File: src/rtl/osd_pkg.sv
// Shared definitions for the OSD tile sequencer: bus widths, command op
// encodings, SPI decode constants, engine FSM states and the command payload.
package osd_pkg;

  localparam int unsigned OSD_SPI_ADDR_W = 16;
  localparam int unsigned OSD_DATA_W     = 8;
  localparam int unsigned OSD_OP_W       = 2;
  localparam int unsigned OSD_ROW_W      = 5;

  localparam logic [OSD_OP_W-1:0] OSD_OP_CLEAR  = 2'b00;
  localparam logic [OSD_OP_W-1:0] OSD_OP_SCROLL = 2'b01;
  localparam logic [OSD_OP_W-1:0] OSD_OP_FILL   = 2'b10;

  localparam logic [7:0] OSD_EN_PAGE  = 8'hFE;
  localparam logic [1:0] OSD_TILE_SEL = 2'b11;

  typedef enum logic [2:0] {
    ST_IDLE   = 3'd0,
    ST_CLR    = 3'd1,
    ST_SCR_RD = 3'd2,
    ST_SCR_WR = 3'd3,
    ST_FILL   = 3'd4,
    ST_DONE   = 3'd5
  } osd_state_t;

  // Command latched at handshake.
  typedef struct packed {
    logic [OSD_OP_W-1:0]   op;
    logic [OSD_ROW_W-1:0]  row;
    logic [OSD_DATA_W-1:0] chr;
  } osd_cmd_t;

endpackage

File: src/rtl/osd_tile_sequencer_if.sv
// Bus bundle of the tile sequencer: SPI write strobe, command handshake and
// the tile map write/read ports.
//   slave  : the sequencer side (consumes SPI/command, drives tile map)
//   master : the host/environment side
interface osd_tile_sequencer_if #(
  parameter int unsigned ADDR_W = 11
) ();
  import osd_pkg::*;

  logic                      spi_wr;
  logic [OSD_SPI_ADDR_W-1:0] spi_addr;
  logic [OSD_DATA_W-1:0]     spi_data;

  logic                      cmd_valid;
  logic                      cmd_ready;
  logic [OSD_OP_W-1:0]       cmd_op;
  logic [OSD_ROW_W-1:0]      cmd_row;
  logic [OSD_DATA_W-1:0]     cmd_char;

  logic                      tm_we;
  logic [ADDR_W-1:0]         tm_waddr;
  logic [OSD_DATA_W-1:0]     tm_wdata;
  logic [ADDR_W-1:0]         tm_raddr;
  logic [OSD_DATA_W-1:0]     tm_rdata;

  modport slave (
    input  spi_wr, spi_addr, spi_data,
    input  cmd_valid, cmd_op, cmd_row, cmd_char,
    output cmd_ready,
    output tm_we, tm_waddr, tm_wdata, tm_raddr,
    input  tm_rdata
  );

  modport master (
    output spi_wr, spi_addr, spi_data,
    output cmd_valid, cmd_op, cmd_row, cmd_char,
    input  cmd_ready,
    input  tm_we, tm_waddr, tm_wdata, tm_raddr,
    output tm_rdata
  );

endinterface

File: src/rtl/osd_wr_arb.sv
// SPI address decode plus registered priority mux for the tile map write port.
// SPI tile writes always win; the engine sees eng_grant_c low and retries.
// Ports:
//   clk_pixel, reset           : clock, synchronous active-high reset
//   spi_wr/spi_addr/spi_data   : SPI write strobe, byte address, data
//   eng_req/eng_addr/eng_data  : engine write request for this cycle
//   eng_grant_c                : engine write accepted this cycle (combinational)
//   tm_we/tm_waddr/tm_wdata    : registered tile map write port
//   osd_en                     : registered overlay enable
module osd_wr_arb
  import osd_pkg::*;
#(
  parameter int unsigned c_chars_x = 64,
  parameter int unsigned c_chars_y = 24,
  parameter int unsigned c_init_on = 1,
  parameter int unsigned c_addr_w  = $clog2(c_chars_x * c_chars_y)
) (
  input  logic                      clk_pixel,
  input  logic                      reset,
  input  logic                      spi_wr,
  input  logic [OSD_SPI_ADDR_W-1:0] spi_addr,
  input  logic [OSD_DATA_W-1:0]     spi_data,
  input  logic                      eng_req,
  input  logic [c_addr_w-1:0]       eng_addr,
  input  logic [OSD_DATA_W-1:0]     eng_data,
  output logic                      eng_grant_c,
  output logic                      tm_we,
  output logic [c_addr_w-1:0]       tm_waddr,
  output logic [OSD_DATA_W-1:0]     tm_wdata,
  output logic                      osd_en
);

  localparam int unsigned N_CELLS = c_chars_x * c_chars_y;

  logic [c_addr_w-1:0] spi_idx_c;
  logic                en_wr_c;
  logic                tile_wr_c;

  // Enable page takes precedence over the tile window it overlaps.
  assign spi_idx_c   = spi_addr[c_addr_w-1:0];
  assign en_wr_c     = spi_wr && (spi_addr[15:8] == OSD_EN_PAGE);
  assign tile_wr_c   = spi_wr && !en_wr_c && (spi_addr[15:14] == OSD_TILE_SEL)
                       && (32'(spi_idx_c) < N_CELLS);
  assign eng_grant_c = eng_req && !tile_wr_c;

  // Registered write port; address/data hold when idle.
  always_ff @(posedge clk_pixel) begin
    if (reset) begin
      tm_we    <= 1'b0;
      tm_waddr <= '0;
      tm_wdata <= '0;
      osd_en   <= 1'(c_init_on);
    end else begin
      if (en_wr_c) begin
        osd_en <= spi_data[0];
      end
      if (tile_wr_c) begin
        tm_we    <= 1'b1;
        tm_waddr <= spi_idx_c;
        tm_wdata <= spi_data;
      end else if (eng_req) begin
        tm_we    <= 1'b1;
        tm_waddr <= eng_addr;
        tm_wdata <= eng_data;
      end else begin
        tm_we    <= 1'b0;
      end
    end
  end

endmodule

File: src/rtl/osd_tile_sequencer.sv
// OSD tile map controller: command engine (clear / scroll-up / row fill)
// sharing the tile map write port with the SPI slave via osd_wr_arb.
// Ports:
//   clk_pixel, reset : pixel clock, synchronous active-high reset
//   bus              : SPI, command handshake and tile map ports (slave side)
//   osd_en           : overlay enable register
//   busy             : engine not idle
//   done             : one-cycle pulse on command completion
module osd_tile_sequencer
  import osd_pkg::*;
#(
  parameter int unsigned c_chars_x = 64,
  parameter int unsigned c_chars_y = 24,
  parameter int unsigned c_init_on = 1,
  parameter int unsigned c_addr_w  = $clog2(c_chars_x * c_chars_y)
) (
  input  logic                 clk_pixel,
  input  logic                 reset,
  osd_tile_sequencer_if.slave  bus,
  output logic                 osd_en,
  output logic                 busy,
  output logic                 done
);

  localparam int unsigned N_CELLS = c_chars_x * c_chars_y;

  localparam logic [c_addr_w-1:0]  X_W        = c_addr_w'(c_chars_x);
  localparam logic [c_addr_w-1:0]  ONE_W      = c_addr_w'(1);
  localparam logic [c_addr_w-1:0]  LAST_CELL  = c_addr_w'(N_CELLS - 1);
  localparam logic [c_addr_w-1:0]  LAST_SRC   = c_addr_w'(N_CELLS - c_chars_x - 1);
  localparam logic [c_addr_w-1:0]  LAST_COL   = c_addr_w'(c_chars_x - 1);
  localparam logic [OSD_ROW_W-1:0] BOTTOM_ROW = OSD_ROW_W'(c_chars_y - 1);

  osd_state_t            state_q, state_d;
  osd_cmd_t              cmd_q, cmd_d;
  logic [c_addr_w-1:0]   cnt_q, cnt_d;
  logic [c_addr_w-1:0]   raddr_q, raddr_d;
  logic                  ready_q;

  logic                  eng_req_c;
  logic [c_addr_w-1:0]   eng_addr_c;
  logic [OSD_DATA_W-1:0] eng_data_c;
  logic                  eng_grant_c;
  logic [c_addr_w-1:0]   row_base_c;

  logic                  tm_we;
  logic [c_addr_w-1:0]   tm_waddr;
  logic [OSD_DATA_W-1:0] tm_wdata;

  assign row_base_c    = c_addr_w'(cmd_q.row) * X_W;
  assign bus.cmd_ready = ready_q;
  assign bus.tm_raddr  = raddr_q;
  assign bus.tm_we     = tm_we;
  assign bus.tm_waddr  = tm_waddr;
  assign bus.tm_wdata  = tm_wdata;

  // Next-state, counter and engine write request.
  always_comb begin
    state_d    = state_q;
    cmd_d      = cmd_q;
    cnt_d      = cnt_q;
    raddr_d    = raddr_q;
    eng_req_c  = 1'b0;
    eng_addr_c = cnt_q;
    eng_data_c = cmd_q.chr;

    case (state_q)
      ST_IDLE: begin
        if (ready_q && bus.cmd_valid) begin
          cmd_d = '{op: bus.cmd_op, row: bus.cmd_row, chr: bus.cmd_char};
          cnt_d = '0;
          case (bus.cmd_op)
            OSD_OP_CLEAR:  state_d = ST_CLR;
            OSD_OP_SCROLL: begin
              state_d = ST_SCR_RD;
              raddr_d = X_W;
            end
            OSD_OP_FILL:   state_d = (32'(bus.cmd_row) < c_chars_y) ? ST_FILL : ST_DONE;
            default:       state_d = ST_DONE;
          endcase
        end
      end

      ST_CLR: begin
        eng_req_c = 1'b1;
        if (eng_grant_c) begin
          if (cnt_q == LAST_CELL) state_d = ST_DONE;
          else                    cnt_d   = cnt_q + ONE_W;
        end
      end

      // Read address already points at cnt+X; data arrives next cycle.
      ST_SCR_RD: state_d = ST_SCR_WR;

      // On preemption stay here: the read address is held, so rdata re-samples.
      ST_SCR_WR: begin
        eng_req_c  = 1'b1;
        eng_data_c = bus.tm_rdata;
        if (eng_grant_c) begin
          if (cnt_q == LAST_SRC) begin
            state_d   = ST_FILL;
            cmd_d.row = BOTTOM_ROW;
            cnt_d     = '0;
          end else begin
            state_d = ST_SCR_RD;
            cnt_d   = cnt_q + ONE_W;
            raddr_d = cnt_q + ONE_W + X_W;
          end
        end
      end

      ST_FILL: begin
        eng_req_c  = 1'b1;
        eng_addr_c = row_base_c + cnt_q;
        if (eng_grant_c) begin
          if (cnt_q == LAST_COL) state_d = ST_DONE;
          else                   cnt_d   = cnt_q + ONE_W;
        end
      end

      ST_DONE: state_d = ST_IDLE;

      default: state_d = ST_IDLE;
    endcase
  end

  // State and registered status outputs.
  always_ff @(posedge clk_pixel) begin
    if (reset) begin
      state_q <= ST_IDLE;
      cmd_q   <= '0;
      cnt_q   <= '0;
      raddr_q <= '0;
      ready_q <= 1'b0;
      busy    <= 1'b0;
      done    <= 1'b0;
    end else begin
      state_q <= state_d;
      cmd_q   <= cmd_d;
      cnt_q   <= cnt_d;
      raddr_q <= raddr_d;
      ready_q <= (state_d == ST_IDLE);
      busy    <= (state_d != ST_IDLE);
      done    <= (state_d == ST_DONE);
    end
  end

  osd_wr_arb #(
    .c_chars_x (c_chars_x),
    .c_chars_y (c_chars_y),
    .c_init_on (c_init_on),
    .c_addr_w  (c_addr_w)
  ) u_arb (
    .clk_pixel   (clk_pixel),
    .reset       (reset),
    .spi_wr      (bus.spi_wr),
    .spi_addr    (bus.spi_addr),
    .spi_data    (bus.spi_data),
    .eng_req     (eng_req_c),
    .eng_addr    (eng_addr_c),
    .eng_data    (eng_data_c),
    .eng_grant_c (eng_grant_c),
    .tm_we       (tm_we),
    .tm_waddr    (tm_waddr),
    .tm_wdata    (tm_wdata),
    .osd_en      (osd_en)
  );

endmodule

File: src/flat_wrapper.sv
// flat-port wrapper written by rule: the top's interface ports become plain ports
module osd_tile_sequencer_flat import osd_pkg::*;
#(
  parameter int unsigned c_chars_x = 64,
  parameter int unsigned c_chars_y = 24,
  parameter int unsigned c_init_on = 1,
  parameter int unsigned c_addr_w  = $clog2(c_chars_x * c_chars_y)
)
  (clk_pixel, reset, osd_en, busy, done, bus_spi_wr, bus_spi_addr, bus_spi_data, bus_cmd_valid, bus_cmd_op, bus_cmd_row, bus_cmd_char, bus_cmd_ready, bus_tm_we, bus_tm_waddr, bus_tm_wdata, bus_tm_raddr, bus_tm_rdata);
  osd_tile_sequencer_if #(.ADDR_W(11)) bus_i ();
  input  logic clk_pixel;
  input  logic reset;
  output logic osd_en;
  output logic busy;
  output logic done;
  input wire logic [$bits(bus_i.spi_wr)-1:0] bus_spi_wr;
  input wire logic [$bits(bus_i.spi_addr)-1:0] bus_spi_addr;
  input wire logic [$bits(bus_i.spi_data)-1:0] bus_spi_data;
  input wire logic [$bits(bus_i.cmd_valid)-1:0] bus_cmd_valid;
  input wire logic [$bits(bus_i.cmd_op)-1:0] bus_cmd_op;
  input wire logic [$bits(bus_i.cmd_row)-1:0] bus_cmd_row;
  input wire logic [$bits(bus_i.cmd_char)-1:0] bus_cmd_char;
  output wire logic [$bits(bus_i.cmd_ready)-1:0] bus_cmd_ready;
  output wire logic [$bits(bus_i.tm_we)-1:0] bus_tm_we;
  output wire logic [$bits(bus_i.tm_waddr)-1:0] bus_tm_waddr;
  output wire logic [$bits(bus_i.tm_wdata)-1:0] bus_tm_wdata;
  output wire logic [$bits(bus_i.tm_raddr)-1:0] bus_tm_raddr;
  input wire logic [$bits(bus_i.tm_rdata)-1:0] bus_tm_rdata;
  assign bus_i.spi_wr = bus_spi_wr;
  assign bus_i.spi_addr = bus_spi_addr;
  assign bus_i.spi_data = bus_spi_data;
  assign bus_i.cmd_valid = bus_cmd_valid;
  assign bus_i.cmd_op = bus_cmd_op;
  assign bus_i.cmd_row = bus_cmd_row;
  assign bus_i.cmd_char = bus_cmd_char;
  assign bus_cmd_ready = bus_i.cmd_ready;
  assign bus_tm_we = bus_i.tm_we;
  assign bus_tm_waddr = bus_i.tm_waddr;
  assign bus_tm_wdata = bus_i.tm_wdata;
  assign bus_tm_raddr = bus_i.tm_raddr;
  assign bus_i.tm_rdata = bus_tm_rdata;
  osd_tile_sequencer #(.c_chars_x(c_chars_x), .c_chars_y(c_chars_y), .c_init_on(c_init_on), .c_addr_w(c_addr_w)) u_core (.clk_pixel(clk_pixel), .reset(reset), .bus(bus_i), .osd_en(osd_en), .busy(busy), .done(done));
endmodule
File: config.mk
export PLATFORM = sky130hd
export DESIGN_NAME = osd_tile_sequencer_flat
export DESIGN_NICKNAME = d
export VERILOG_FILES = /design/src/rtl/osd_pkg.sv /design/src/rtl/osd_tile_sequencer_if.sv /design/src/rtl/osd_wr_arb.sv /design/src/rtl/osd_tile_sequencer.sv /design/src/flat_wrapper.sv
export SDC_FILE = /design/constraint.sdc
export NUM_CORES = 1
export LEC_CHECK = 0
export CAP_MARGIN = 25
export CORE_UTILIZATION = 40
export CTS_CLUSTER_SIZE = 40
export DETAILED_ROUTE_END_ITERATION = 16
export GPL_ROUTABILITY_DRIVEN = 0
export PLACE_DENSITY = 0.68
export SYNTH_ARGS = -nofsm -noshare
export SYNTH_HDL_FRONTEND = slang
export SYNTH_SLANG_ARGS = --single-unit
File: constraint.sdc
create_clock -name clk_pixel -period 3.9 [get_ports clk_pixel]
set_input_delay 0.78 -clock clk_pixel [delete_from_list [all_inputs] [get_ports clk_pixel]]
set_output_delay 0.78 -clock clk_pixel [all_outputs]
set_load 0.01 [all_outputs]
== After elaboration in Yosys (flattened, before gate mapping) ==
Index checks and enable logic that the tools add are counted.
Word-level totals
  flip-flop bits (word level): 62
  input bits: 51
  output and inout bits: 35
  logic and storage cells: 94
Operators by class
  $add $sub $neg: 3
  order comparisons: 2
  eq/ne operators: 21
  muxes and demuxes: 36
  reductions and logical operators: 20
Operators with widths (number)
  two-way mux 11 bit: 14
  one-hot mux 11 bit (4 select lines): 1
  two-way mux 8 bit: 3
  == test 11 bit, second input constant: 2
  one-hot mux 11 bit (2 select lines): 1
  two-way mux 3 bit: 7
  one-hot mux 3 bit (5 select lines): 1
  two-way mux 13 bit: 1
  adder 11 x 1 -> 11 bit, second input constant: 1
  adder 11 bit: 1
  adder 11 x 7 -> 11 bit, second input constant: 1
  == test 11 x 6 -> 1 bit, second input constant: 1
  less-than comparator 11 bit, second input constant: 1
  two-way mux 5 bit: 2
  inequality test 2 x 1 -> 1 bit, second input constant: 5
  one-hot mux 5 bit (2 select lines): 1
  one-hot mux 3 bit (3 select lines): 1
  == test 8 bit, second input constant: 1
  inequality test 2 bit, second input constant: 4
  AND reduction 7 bit: 1
  == test 3 x 2 -> 1 bit, second input constant: 2
  == test 3 bit, second input constant: 2
  logical AND 1 bit: 6
  zero test 3 bit: 2
  14 further kinds: 20

== Longest topological paths before layout ==
Gate-level depths: netlist (run 1).
  depth in word-level cells: 11
  depth in mapped cells: 11
  gate-level depth less buffers: 10

== By module ==
A second synthesis (run 1) with hierarchy kept.
Unflattened totals
  cell total of the unflattened synthesis: 404
  area total of the unflattened synthesis: 3684.8 sq um
Modules (own cells, without submodules)
  osd_tile_sequencer: instances 1, cells an instance 302, area each 2514.9 sq um, seq. area each 820.8 sq um
  osd_wr_arb: instances 1, cells an instance 102, area each 1169.9 sq um, seq. area each 420.4 sq um

== Least setup slack after synthesis (run 1) ==
No wires, ideal clock.
  path kind: flip-flop to flip-flop
  start point: register u_core.cnt_q[0]
  end point: register u_core.raddr_q[10] (netlist: u_core.bus.tm_raddr[10])
  data arrival time: 2.100 ns
  slack: 1.726 ns
  stages on the path, launching flop included: 11
  path buffers: 0
  cells stage by stage: dfxtp_1 ha_1 nand3_1 or3_1 nand2_1 ha_1 inv_1 o41ai_1 a32oi_1 xnor2_1 o21ai_0
Between the ends
  cells in the longest elaborated chain, start to end: 5
  elaborated cells on any way between the ends: 8
  classes of those cells: add/sub: 2; eq/ne: 2; mux: 3; reduce/logical: 1
RTL lines
  start: declaration: line osd_tile_sequencer.sv:36  | logic [c_addr_w-1:0] cnt_q, cnt_d;
  start signal: assignment: line osd_tile_sequencer.sv:140  | cnt_q <= cnt_d;
  adder 11 x 1 -> 11 bit: line osd_tile_sequencer.sv:107  | raddr_d = cnt_q + ONE_W + X_W;
  adder 11 x 7 -> 11 bit: line osd_tile_sequencer.sv:107
  two-way mux 11 bit: line osd_tile_sequencer.sv:100  | if (cnt_q == LAST_SRC) begin
  two-way mux 11 bit: line osd_tile_sequencer.sv:99  | if (eng_grant_c) begin
  one-hot mux 11 bit (2 select lines): line osd_tile_sequencer.sv:67  | case (state_q)
  end signal: assignment: line osd_tile_sequencer.sv:141  | raddr_q <= raddr_d;
  end: declaration: line osd_tile_sequencer.sv:37  | logic [c_addr_w-1:0] raddr_q, raddr_d;
Parallel ways exist; a longest one is shown, timed or not. The select of a mux whose other input is x is not followed.
A chain may end at the register's enable or synchronous reset.

== Worst setup path after layout (run 1) ==
  start point: register u_core.state_q[0]
  end point: register u_core.cnt_q[3]
Between the ends
  cells in the longest elaborated chain, start to end: 6
  elaborated cells on any way between the ends: 16
  classes of those cells: eq/ne: 9; mux: 2; reduce/logical: 5
RTL lines
  start: declaration: line osd_tile_sequencer.sv:34  | osd_state_t state_q, state_d;
  start signal: assignment: line osd_tile_sequencer.sv:138  | state_q <= state_d;
  == test 3 x 1 -> 1 bit, or another cell as far along: line osd_tile_sequencer.sv:67
  OR reduction 3 bit (no line)
  two-way mux 1 bit: line osd_tile_sequencer.sv:67
  logical AND 1 bit: line osd_wr_arb.sv:44  | assign eng_grant_c = eng_req && !tile_wr_c;
  inequality test 2 x 1 -> 1 bit (no line)
  AND reduction 7 bit (no line)
Parallel ways exist; a longest one is shown, timed or not.

==> results of run 1 <==
## cell families after synthesis
kind of cell	Yosys count	share of synthesized area, %
buffers and inverters	41	5.39
AOI/OAI and AO/OA	106	22.3
DFF	62	38.4
adders and majority gates	7	2.94
muxes	4	1.28
and+or+nand+nor	172	25.8
xor gates and xnor gates	14	3.80
## power by group through the flow
stage	clock, mW	sequential, mW	combinational (mW)
after floorplan	0	0.719	0.193
after global placement	0	0.723	0.328
final	0.573	0.709	0.334
after detailed placement	0	0.723	0.331
after global routing	0.611	0.716	0.372
after CTS	0.582	0.709	0.333
## metrics by stage
step / hold WS [ps] / instance area (um^2) / cells
after global routing: 504 / 4320 / 581
final: 473 / 4320 / 581
after CTS: 472 / 4300 / 580
after detailed placement: 462 / 4100 / 564
after global placement: 459 / 4100 / 564
after floorplan: 454 / 3230 / 406
## final cells by class
cell class	count	area share, %
Clock buffer	12	3.59
Clock inverter	4	1.04
Inverter	6	0.521
Multi-Input combinational cell	303	42.1
Sequential cell	62	28.7
Tap cell	102	2.95
Timing Repair Buffer	92	21.1
## layer usage
layer | up-vias | track usage, % | wire, um
li1 | 1587 | - | -
met1 | 1452 | 30.2 | 4150
met2 | 96 | 31.0 | 3900
met3 | 6 | 4.56 | 510
met4 | 0 | 8.85 | 91
met5 | - | 0 | 0
## worst max-delay path, cell delays in order, from the launching register on
cell and delay (ps):
dfxtp_1 780, or3b_1 360, nand2_1 90, buf_4 230
a221oi_4 460, nand3_1 180, or4_1 480, o21ai_1 80
## registers in the layout (all words and copies together), names as in the netlist
signal / cells
u_core.state_q: 3
u_core.u_arb.tm_waddr: 11
u_core.u_arb.tm_we: 1
u_core.bus.tm_raddr: 11
u_core.u_arb.tm_wdata: 8
u_core.cmd_q: 13
u_core.u_arb.osd_en: 1
u_core.cnt_q: 11
u_core.done: 1
u_core.bus.cmd_ready: 1
u_core.busy: 1
## worst min-delay path by stage
stage	startpoint	slack [ps]	endpoint	cells past startpoint
after floorplan	u_core.cmd_q[0]$_SDFFE_PP0P_	450	u_core.cmd_q[0]$_SDFFE_PP0P_	2
after global placement	u_core.bus.tm_raddr[6]$_SDFFE_PP0P_	460	u_core.bus.tm_raddr[6]$_SDFFE_PP0P_	2
after detailed placement	u_core.bus.tm_raddr[6]$_SDFFE_PP0P_	460	u_core.bus.tm_raddr[6]$_SDFFE_PP0P_	2
after CTS	u_core.bus.tm_raddr[6]$_SDFFE_PP0P_	470	u_core.bus.tm_raddr[6]$_SDFFE_PP0P_	2
after global routing	u_core.bus.tm_raddr[6]$_SDFFE_PP0P_	500	u_core.bus.tm_raddr[6]$_SDFFE_PP0P_	2
final	u_core.bus.tm_raddr[6]$_SDFFE_PP0P_	470	u_core.bus.tm_raddr[6]$_SDFFE_PP0P_	2
## cells in the final DEF, fill, tap and decap left out, types with 3 or more instances in the layout
| master | n |
|---|---|
| a311oi_1 | 17 |
| or4_1 | 3 |
| nand2_1 | 53 |
| ha_1 | 6 |
| a22oi_1 | 9 |
| nand2b_1 | 10 |
| a211oi_1 | 5 |
| o21ai_0 | 13 |
| o211ai_1 | 5 |
| clkinv_2 | 3 |
| nor2_1 | 51 |
| xnor2_1 | 11 |
| buf_4 | 6 |
| nor3_1 | 9 |
| a21oi_1 | 31 |
| or3_1 | 3 |
| nor2b_1 | 4 |
| nand3_1 | 15 |
| nand3b_1 | 3 |
| inv_1 | 6 |
| clkbuf_8 | 11 |
| nand4b_1 | 3 |
| nand4_1 | 6 |
| o21ai_1 | 6 |
| a21o_1 | 3 |
| dfxtp_1 | 62 |
| a31oi_1 | 3 |
| mux2i_1 | 3 |
| clkdlybuf4s50_1 | 84 |
| xor2_1 | 3 |
==> flow_metrics.env, run 1 <==
export IMPL_clk_latency_ps=340
export IMPL_r2r_start="u_core.state_q[0]$_SDFF_PP0_"
export IMPL_max_vdd_ir_drop_v=0.000156
export IMPL_ys_flop_type="dfxtp_1"
export IMPL_antenna_found_initial=0
export IMPL_multi_input_area_um2=1820
export IMPL_wl_per_cell_um=14.9
export IMPL_cts_tree="done"
export IMPL_cts_repair_resized=0
export IMPL_htree_levels=3
export IMPL_drive_gt1_share_pct=6.47
export IMPL_fin_ws_ps=1160
export IMPL_grt_pass1_vias=2881
export IMPL_yosysWarnings=0
export IMPL_total_power_mw=1.62
export IMPL_path_clk_slew_ps=70
export IMPL_num_vias=3141
export IMPL_critPathMaxFanout=25
export IMPL_pwr_share_clk_pct=35.4
export IMPL_pwr_share_comb_pct=20.7
export IMPL_io_pins=86
export IMPL_grt_overflow_total=0
export IMPL_core_area_um2=7770
export IMPL_fillers=742
export IMPL_synth_top_cell_by_area="dfxtp_1"
export IMPL_internal_power_mw=1.17
export IMPL_synth_edf_count=0
export IMPL_nets=532
export IMPL_maxCapViolations=0
export IMPL_cts_setup_buffers=0
export IMPL_min_period_over_period_pct=70.3
export IMPL_die_w_um=91.9
export IMPL_ff2ff_path_depth=7
export IMPL_synth_most_common_cell="dfxtp_1"
export IMPL_grt_pass1_wl_mm=14.2
export IMPL_synth_area_um2=3230
export IMPL_path_class="reg -> reg"
export IMPL_syn_avg_cell_area_um2=7.95
export IMPL_startpoint="u_core.state_q[0]$_SDFF_PP0_"
export IMPL_dieArea_um2=8440
export IMPL_postSynthCellCount=406
export IMPL_synth_common_cells="dfxtp_1 (62), nand2_1 (53), nor2_1 (51)"
export IMPL_worst_pin_slew_ps=717
export IMPL_synth_seq_area_share_pct=38.4
export IMPL_reg2reg_to="u_core.cnt_q[3]$_SDFFE_PP0P_"
export IMPL_min_path_type="reg -> reg"
export IMPL_skew_ps=9.06
export IMPL_clock_sinks=62
export IMPL_async_reset_ff_share_pct=0
export IMPL_die_y_um=91.9
export IMPL_synth_cell_types=50
export IMPL_drtPass1Iterations=4
export IMPL_grt_usage_pct=21.3
export IMPL_cts_hold_buf=0
export IMPL_relSlewSlack_pct=52.2
export IMPL_synthTopCellsByArea="dfxtp_1 (38%), nand2_1 (6.2%), nor2_1 (5.9%)"
export IMPL_swShare_pct=27.7
export IMPL_p_per_area_nw_per_um2=374
export IMPL_crit_required_ps=4170
export IMPL_pwr_share_seq_pct=43.9
export IMPL_hold_viol=0
export IMPL_start_kind="register"
export IMPL_vias_per_cell=5.41
export IMPL_drt_iter0_drc=171
export IMPL_fin_util_pct=55.6
export IMPL_end_kind="register"
export IMPL_p_leak_nw=1.51
export IMPL_finalMaxSlewViolations=0
export IMPL_seq_area_um2=1240
export IMPL_insertedDiodeCount=0
export IMPL_std_cell_rows=32
export IMPL_finalWirelength_mm=8.65
export IMPL_detail_route_antenna_nets=0
export IMPL_root_buffer="clkbuf_8"
export IMPL_drcViolationCount=0
export IMPL_pre_cts_slack_ps=908
export IMPL_cts_buffers=9
export IMPL_grt_max_degree=65
export IMPL_cts_buffer_depth=2
export IMPL_area_growth_pct=33.8
export IMPL_rsz0062_at_grt="false"
export IMPL_tns_ps=0
export IMPL_initial_core_util_pct=41.6
export IMPL_post_route_min_period_ps=2740
export IMPL_numPortBuffers=85
export IMPL_arrival_ps=3010
export IMPL_crit_end="u_core.cnt_q[3]$_SDFFE_PP0P_"
export IMPL_p_sw_mw=0.448
export IMPL_synth_top_area_share_pct=38.4
export IMPL_syn_nets=464
export IMPL_fmax_mhz=365
export IMPL_status="finished, final reports clean"
export IMPL_dp_hpwl_mm=6.22
export IMPL_final_setup_viol_count=0
export IMPL_regToRegSetupSlack_ps=1160
export IMPL_ys_ff_latch=62
(Power assumes the default switching activity.)
==> run 2: changes to the inputs <==
--- a/config.mk
+++ b/config.mk
@@ -10,7 +10,7 @@
 export CTS_CLUSTER_SIZE = 40
 export DETAILED_ROUTE_END_ITERATION = 16
 export GPL_ROUTABILITY_DRIVEN = 0
-export PLACE_DENSITY = 0.68
+export PLACE_DENSITY = 0.71
 export SYNTH_ARGS = -nofsm -noshare
 export SYNTH_HDL_FRONTEND = slang
 export SYNTH_SLANG_ARGS = --single-unit
==> constraint.sdc (replaced) <==
create_clock -name clk_pixel -period 2.5 [get_ports clk_pixel]
set_input_delay 0.5 -clock clk_pixel [delete_from_list [all_inputs] [get_ports clk_pixel]]
set_output_delay 0.5 -clock clk_pixel [all_outputs]
set_load 0.01 [all_outputs]
==> run 2 against run 1 <==
Sequential power grew 54%. Sequential cell count unchanged. Final cell count is 3.1% higher. Clock power rose by 58%. Non-clock buffer count up 18. Critical path type unchanged. Highest routed layer unchanged.
==> flow_metrics.env, run 2 (synthesis results as in run 1) <==
export IMPL_status="finished, final reports clean"
export IMPL_die_y_um=91.9
export IMPL_placed_cells=582
export IMPL_path_class="reg -> reg"
export IMPL_clk_latency_ps=350
export IMPL_wl_per_cell_um=15.1
export IMPL_initial_core_util_pct=41.6
export IMPL_pwr_share_clk_pct=35.3
export IMPL_worst_pin_slew_ps=473
export IMPL_mostFrequentLayoutCell="clkdlybuf4s50_1"
export IMPL_seq_area_um2=1240
export IMPL_hold_viol=0
export IMPL_drcViolationCount=0
export IMPL_post_route_min_period_ps=2330
export IMPL_swShare_pct=27.9
export IMPL_end_kind="register"
export IMPL_pre_cts_slack_ps=57.0
export IMPL_start_kind="register"
export IMPL_fin_cells=599
export IMPL_relSlewSlack_pct=68.2
export IMPL_root_buffer="clkbuf_8"
export IMPL_pwr_share_comb_pct=22.1
export IMPL_p_per_area_nw_per_um2=575
export IMPL_detail_route_antenna_nets=0
export IMPL_cts_tree="done"
export IMPL_htree_levels=3
export IMPL_drtPass1Iterations=5
export IMPL_cts_setup_buffers=0
export IMPL_drive_gt1_share_pct=10.3
export IMPL_fillers=715
export IMPL_io_pins=86
export IMPL_fin_ws_ps=175
export IMPL_finalWirelength_mm=9.02
export IMPL_grt_usage_pct=21.4
export IMPL_skew_ps=4.36
export IMPL_fmax_mhz=430
export IMPL_final_setup_viol_count=0
export IMPL_cts_buffers=9
export IMPL_internal_power_mw=1.85
export IMPL_layout_common_cells="clkdlybuf4s50_1 (84), dfxtp_1 (61), nand2_1 (53)"
export IMPL_clock_sinks=62
export IMPL_timing_hold_ws_ps=476
export IMPL_min_path_type="reg -> reg"
export IMPL_drt_iter0_drc=225
export IMPL_finalMaxSlewViolations=0
export IMPL_holdPathStages=2
export IMPL_tns_ps=0
export IMPL_arrival_ps=2600
export IMPL_antenna_found_initial=0
export IMPL_num_vias=3279
export IMPL_largest_register_ffs=13
export IMPL_core_area_um2=7770
export IMPL_area_growth_pct=38.0
export IMPL_p_sw_mw=0.715
export IMPL_die_w_um=91.9
export IMPL_grt_overflow_total=0
export IMPL_pwr_share_seq_pct=42.6
export IMPL_multi_input_area_um2=1830
export IMPL_max_vdd_ir_drop_v=0.000293
export IMPL_crit_required_ps=2770
export IMPL_vias_per_cell=5.47
export IMPL_dp_hpwl_mm=6.58
export IMPL_grt_pass1_wl_mm=14.0
export IMPL_largest_register="u_core.cmd_q"
export IMPL_min_period_over_period_pct=93.0
export IMPL_rsz0062_at_grt="false"
export IMPL_cts_buffer_depth=2
export IMPL_ff2ff_path_depth=10
export IMPL_numPortBuffers=85
export IMPL_insertedDiodeCount=0
export IMPL_path_clk_slew_ps=70
export IMPL_nets=550
export IMPL_critPathMaxFanout=7
export IMPL_p_leak_nw=1.60
export IMPL_grt_pass1_vias=2914
export IMPL_fin_util_pct=57.4
export IMPL_std_cell_rows=32
export IMPL_grt_max_degree=37
export IMPL_maxCapViolations=0
export IMPL_dieArea_um2=8440
[run 2: final cells by class]
| cell class | count | area share [%] |
|---|---|---|
| clock inverter | 3 | 0.955 |
| tap | 102 | 2.86 |
| inverter | 6 | 0.505 |
| multi-input combinational | 303 | 41.0 |
| clock buffer | 13 | 3.57 |
| timing repair buffer | 110 | 23.2 |
| sequential | 62 | 27.9 |
[run 2: stage by stage]
step                      instance area [um^2]  total power, mW
after global routing                      4460             2.70
after floorplan                           3230             1.42
after global placement                    4240             1.66
after CTS                                 4440             2.58
final                                     4460             2.56
after detailed placement                  4240             1.67
[run 2: worst max-delay path: stages (launching register included)]
cell	delay, ps
dfxtp_1	350
buf_4	160
and4_1	270
nand2_1	180
xnor2_2	210
ha_2	240
inv_1	50
o41ai_1	360
a32oi_1	130
xnor2_1	160
o21ai_0	140
[run 2: path summary, 6_finish.rpt]
| kind | slack, ps | startpoint | end |
|---|---|---|---|
| setup / recovery | 170 | u_core.cnt_q[0]$_SDFFE_PP0P_ | u_core.bus.tm_raddr[10]$_SDFFE_PP0P_ |
| setup reg to reg | 170 | u_core.cnt_q[0]$_SDFFE_PP0P_ | u_core.bus.tm_raddr[10]$_SDFFE_PP0P_ |
| hold reg to reg | 480 | u_core.u_arb.tm_waddr[0]$_SDFFE_PP0P_ | u_core.u_arb.tm_waddr[0]$_SDFFE_PP0P_ |
| hold / removal | 480 | u_core.u_arb.tm_waddr[0]$_SDFFE_PP0P_ | u_core.u_arb.tm_waddr[0]$_SDFFE_PP0P_ |
[run 2: repair_timing]
action / CTS / global route
hold buffers: 0 / 0
gates resized for setup: 0 / 3
setup endpoints to repair: 0 / 1
[run 2: power groups by stage]
| stage | sequential [mW] | combinational (mW) | clock, mW |
|---|---|---|---|
| final | 1.09 | 0.566 | 0.905 |
| after global placement | 1.11 | 0.553 | 0 |
| after detailed placement | 1.11 | 0.561 | 0 |
| after global routing | 1.09 | 0.620 | 0.981 |
| after floorplan | 1.12 | 0.301 | 0 |
| after CTS | 1.09 | 0.563 | 0.926 |
[run 2: routing by layer]
metal  GRT usage, %  wire, um  vias up
li1               -         -     1627
met3           5.06       550       16
met1           28.7      4160     1535
met5              0         0        -
met4           9.11       182        0
met2           32.8      4120      101
==> run 3: changes to the inputs <==
--- a/config.mk
+++ b/config.mk
@@ -10,7 +10,8 @@
 export CTS_CLUSTER_SIZE = 40
 export DETAILED_ROUTE_END_ITERATION = 16
 export GPL_ROUTABILITY_DRIVEN = 0
-export PLACE_DENSITY = 0.71
+export MAX_ROUTING_LAYER = met4
+export PLACE_DENSITY = 0.68
 export SYNTH_ARGS = -nofsm -noshare
 export SYNTH_HDL_FRONTEND = slang
 export SYNTH_SLANG_ARGS = --single-unit
==> constraint.sdc (replaced) <==
create_clock -name clk_pixel -period 2.7 [get_ports clk_pixel]
set_input_delay 0.54 -clock clk_pixel [delete_from_list [all_inputs] [get_ports clk_pixel]]
set_output_delay 0.54 -clock clk_pixel [all_outputs]
set_load 0.01 [all_outputs]
==> run 3 against run 2 <==
Global-route usage is 1.3 points higher. Worst hold slack improved by 0.77 ps. Total power is 6.8% lower. Sequential cell count unchanged. Via count shrank 2.6%. Critical path depth did not move. Die area is the same. Register-to-register slack improved by 80 ps. Design area shrank 0.98%. Combinational power is 10% lower. Largest cell class unchanged.
==> flow_metrics.env, run 3 (synthesis results as in run 1) <==
export IMPL_relSlewSlack_pct=64.3
export IMPL_drcViolationCount=0
export IMPL_core_area_um2=7770
export IMPL_vias_per_cell=5.39
export IMPL_antenna_found_initial=0
export IMPL_mostFrequentLayoutCell="clkdlybuf4s50_1"
export IMPL_start_kind="register"
export IMPL_path_class="reg -> reg"
export IMPL_pwr_share_clk_pct=36.4
export IMPL_drtPass1Iterations=4
export IMPL_drive_gt1_share_pct=9.39
export IMPL_tns_ps=0
export IMPL_drt_iter0_drc=185
export IMPL_min_period_over_period_pct=90.4
export IMPL_hold_viol=0
export IMPL_detail_route_antenna_nets=0
export IMPL_largest_register="u_core.cmd_q"
export IMPL_p_sw_mw=0.653
export IMPL_dieArea_um2=8440
export IMPL_final_setup_viol_count=0
export IMPL_crit_required_ps=2920
export IMPL_grt_pass1_wl_mm=14.8
export IMPL_cts_buffers=9
export IMPL_skew_ps=10.4
export IMPL_min_path_type="reg -> reg"
export IMPL_layout_common_cells="clkdlybuf4s50_1 (84), dfxtp_1 (61), nand2_1 (53)"
export IMPL_std_cell_rows=32
export IMPL_numPortBuffers=85
export IMPL_status="finished, final reports clean"
export IMPL_internal_power_mw=1.73
export IMPL_maxCapViolations=0
export IMPL_die_w_um=91.9
export IMPL_max_vdd_ir_drop_v=0.000259
export IMPL_ff2ff_path_depth=10
export IMPL_cts_setup_buffers=0
export IMPL_io_pins=86
export IMPL_p_per_area_nw_per_um2=541
export IMPL_clock_sinks=62
export IMPL_timing_hold_ws_ps=477
export IMPL_startpoint="u_core.cnt_q[1]$_SDFFE_PP0P_"
export IMPL_grt_pass1_vias=3017
export IMPL_fin_ws_ps=258
export IMPL_initial_core_util_pct=41.6
export IMPL_holdPathStages=2
export IMPL_clk_latency_ps=340
export IMPL_r2r_start="u_core.cnt_q[1]$_SDFFE_PP0P_"
export IMPL_root_buffer="clkbuf_8"
export IMPL_cts_tree="done"
export IMPL_worstHoldEndpoint="u_core.cmd_q[6]$_SDFFE_PP0P_"
export IMPL_finalWirelength_mm=8.83
export IMPL_critPathMaxFanout=6
export IMPL_post_route_min_period_ps=2440
export IMPL_fmax_mhz=410
export IMPL_grt_usage_pct=22.7
export IMPL_rsz0062_at_grt="false"
export IMPL_stdcell_area_um2=4410
export IMPL_nets=544
export IMPL_hold_start="u_core.cmd_q[6]$_SDFFE_PP0P_"
export IMPL_end_kind="register"
export IMPL_finalMaxSlewViolations=0
export IMPL_arrival_ps=2660
export IMPL_worst_pin_slew_ps=535
export IMPL_swShare_pct=27.3
export IMPL_regToRegSetupSlack_ps=260
export IMPL_reg2reg_to="u_core.bus.tm_raddr[10]$_SDFFE_PP0P_"
export IMPL_wl_per_cell_um=14.9
export IMPL_path_clk_slew_ps=70
export IMPL_insertedDiodeCount=0
export IMPL_num_vias=3193
export IMPL_die_y_um=91.9
export IMPL_dp_hpwl_mm=6.50
export IMPL_grt_overflow_total=0
export IMPL_largest_register_ffs=13
export IMPL_htree_levels=3
export IMPL_pwr_share_seq_pct=42.3
export IMPL_p_leak_nw=1.56
export IMPL_pre_cts_slack_ps=77.1
export IMPL_cts_buffer_depth=2
export IMPL_place_area_um2=4190
export IMPL_area_growth_pct=36.6
export IMPL_grt_max_degree=36
export IMPL_pwr_share_comb_pct=21.3
## run 3: changes by cell type in the layout (fill, tap and decap cells not counted), sizes merged
cell / before / now
buf: 25 / 19
clkbuf: 14 / 11
clkinv: 1 / 3
bufinv: 1 / 2
clkinvlp: 1 / 0
## run 3: layout make-up
class,count,area (um^2)
fill,736,3360
multi-input combinational,303,1830
sequential,62,1240
timing repair buffer,104,986
clock buffer,10,128
tap,102,128
clock inverter,5,75.1
inverter,6,22.5
## run 3: stage by stage
step	instances	total power, mW	utilization, %
floorplan	406	1.32	-
global placement	575	1.53	53.8
detailed placement	576	1.53	53.9
CTS	591	2.40	56.5
global route	592	2.51	56.8
finish	592	2.39	56.8
## run 3: power groups by stage
stage          sequential (mW)  combinational (mW)  clock [mW]
6_report                  1.01               0.508       0.869
5_1_grt                   1.02               0.563       0.933
4_1_cts                   1.01               0.509       0.887
3_5_place_dp              1.03               0.506           0
3_3_place_gp              1.03               0.501           0
2_1_floorplan             1.04               0.278           0
## run 3: metal layers
metal / part of all wire (%) / global-route usage (%)
met5: 0 / -
met4: 1.0 / 7.81
met3: 5.6 / 3.73
met2: 45 / 33.3
met1: 49 / 31.5
## run 3: worst max-delay path, stage by stage, from the launching register on
cell and delay (ps):
dfxtp_1 410, ha_2 250, nand3_1 100, or3_1 410, nand2_1 140, ha_2 220, inv_1 50, o41ai_1 350
a32oi_1 110, xnor2_1 190, o21ai_0 100
## run 3: timing repair
item / in CTS / in global routing
hold buffers: 0 / 0
gates resized for setup: 0 / 4
endpoints found under the setup margin: 0 / 7
## run 3: worst max path at each step
stage / end / slack (ps) / cells after the start
6_report: u_core.bus.tm_raddr[10]$_SDFFE_PP0P_ / 260 / 10
2_1_floorplan: u_core.bus.tm_raddr[10]$_SDFFE_PP0P_ / 530 / 10
3_5_place_dp: u_core.bus.tm_raddr[5]$_SDFFE_PP0P_ / 80 / 8
3_3_place_gp: u_core.bus.tm_raddr[1]$_SDFFE_PP0P_ / -2 / 6
5_1_grt: u_core.bus.tm_raddr[10]$_SDFFE_PP0P_ / 2 / 10
4_1_cts: u_core.bus.tm_raddr[4]$_SDFFE_PP0P_ / 90 / 7
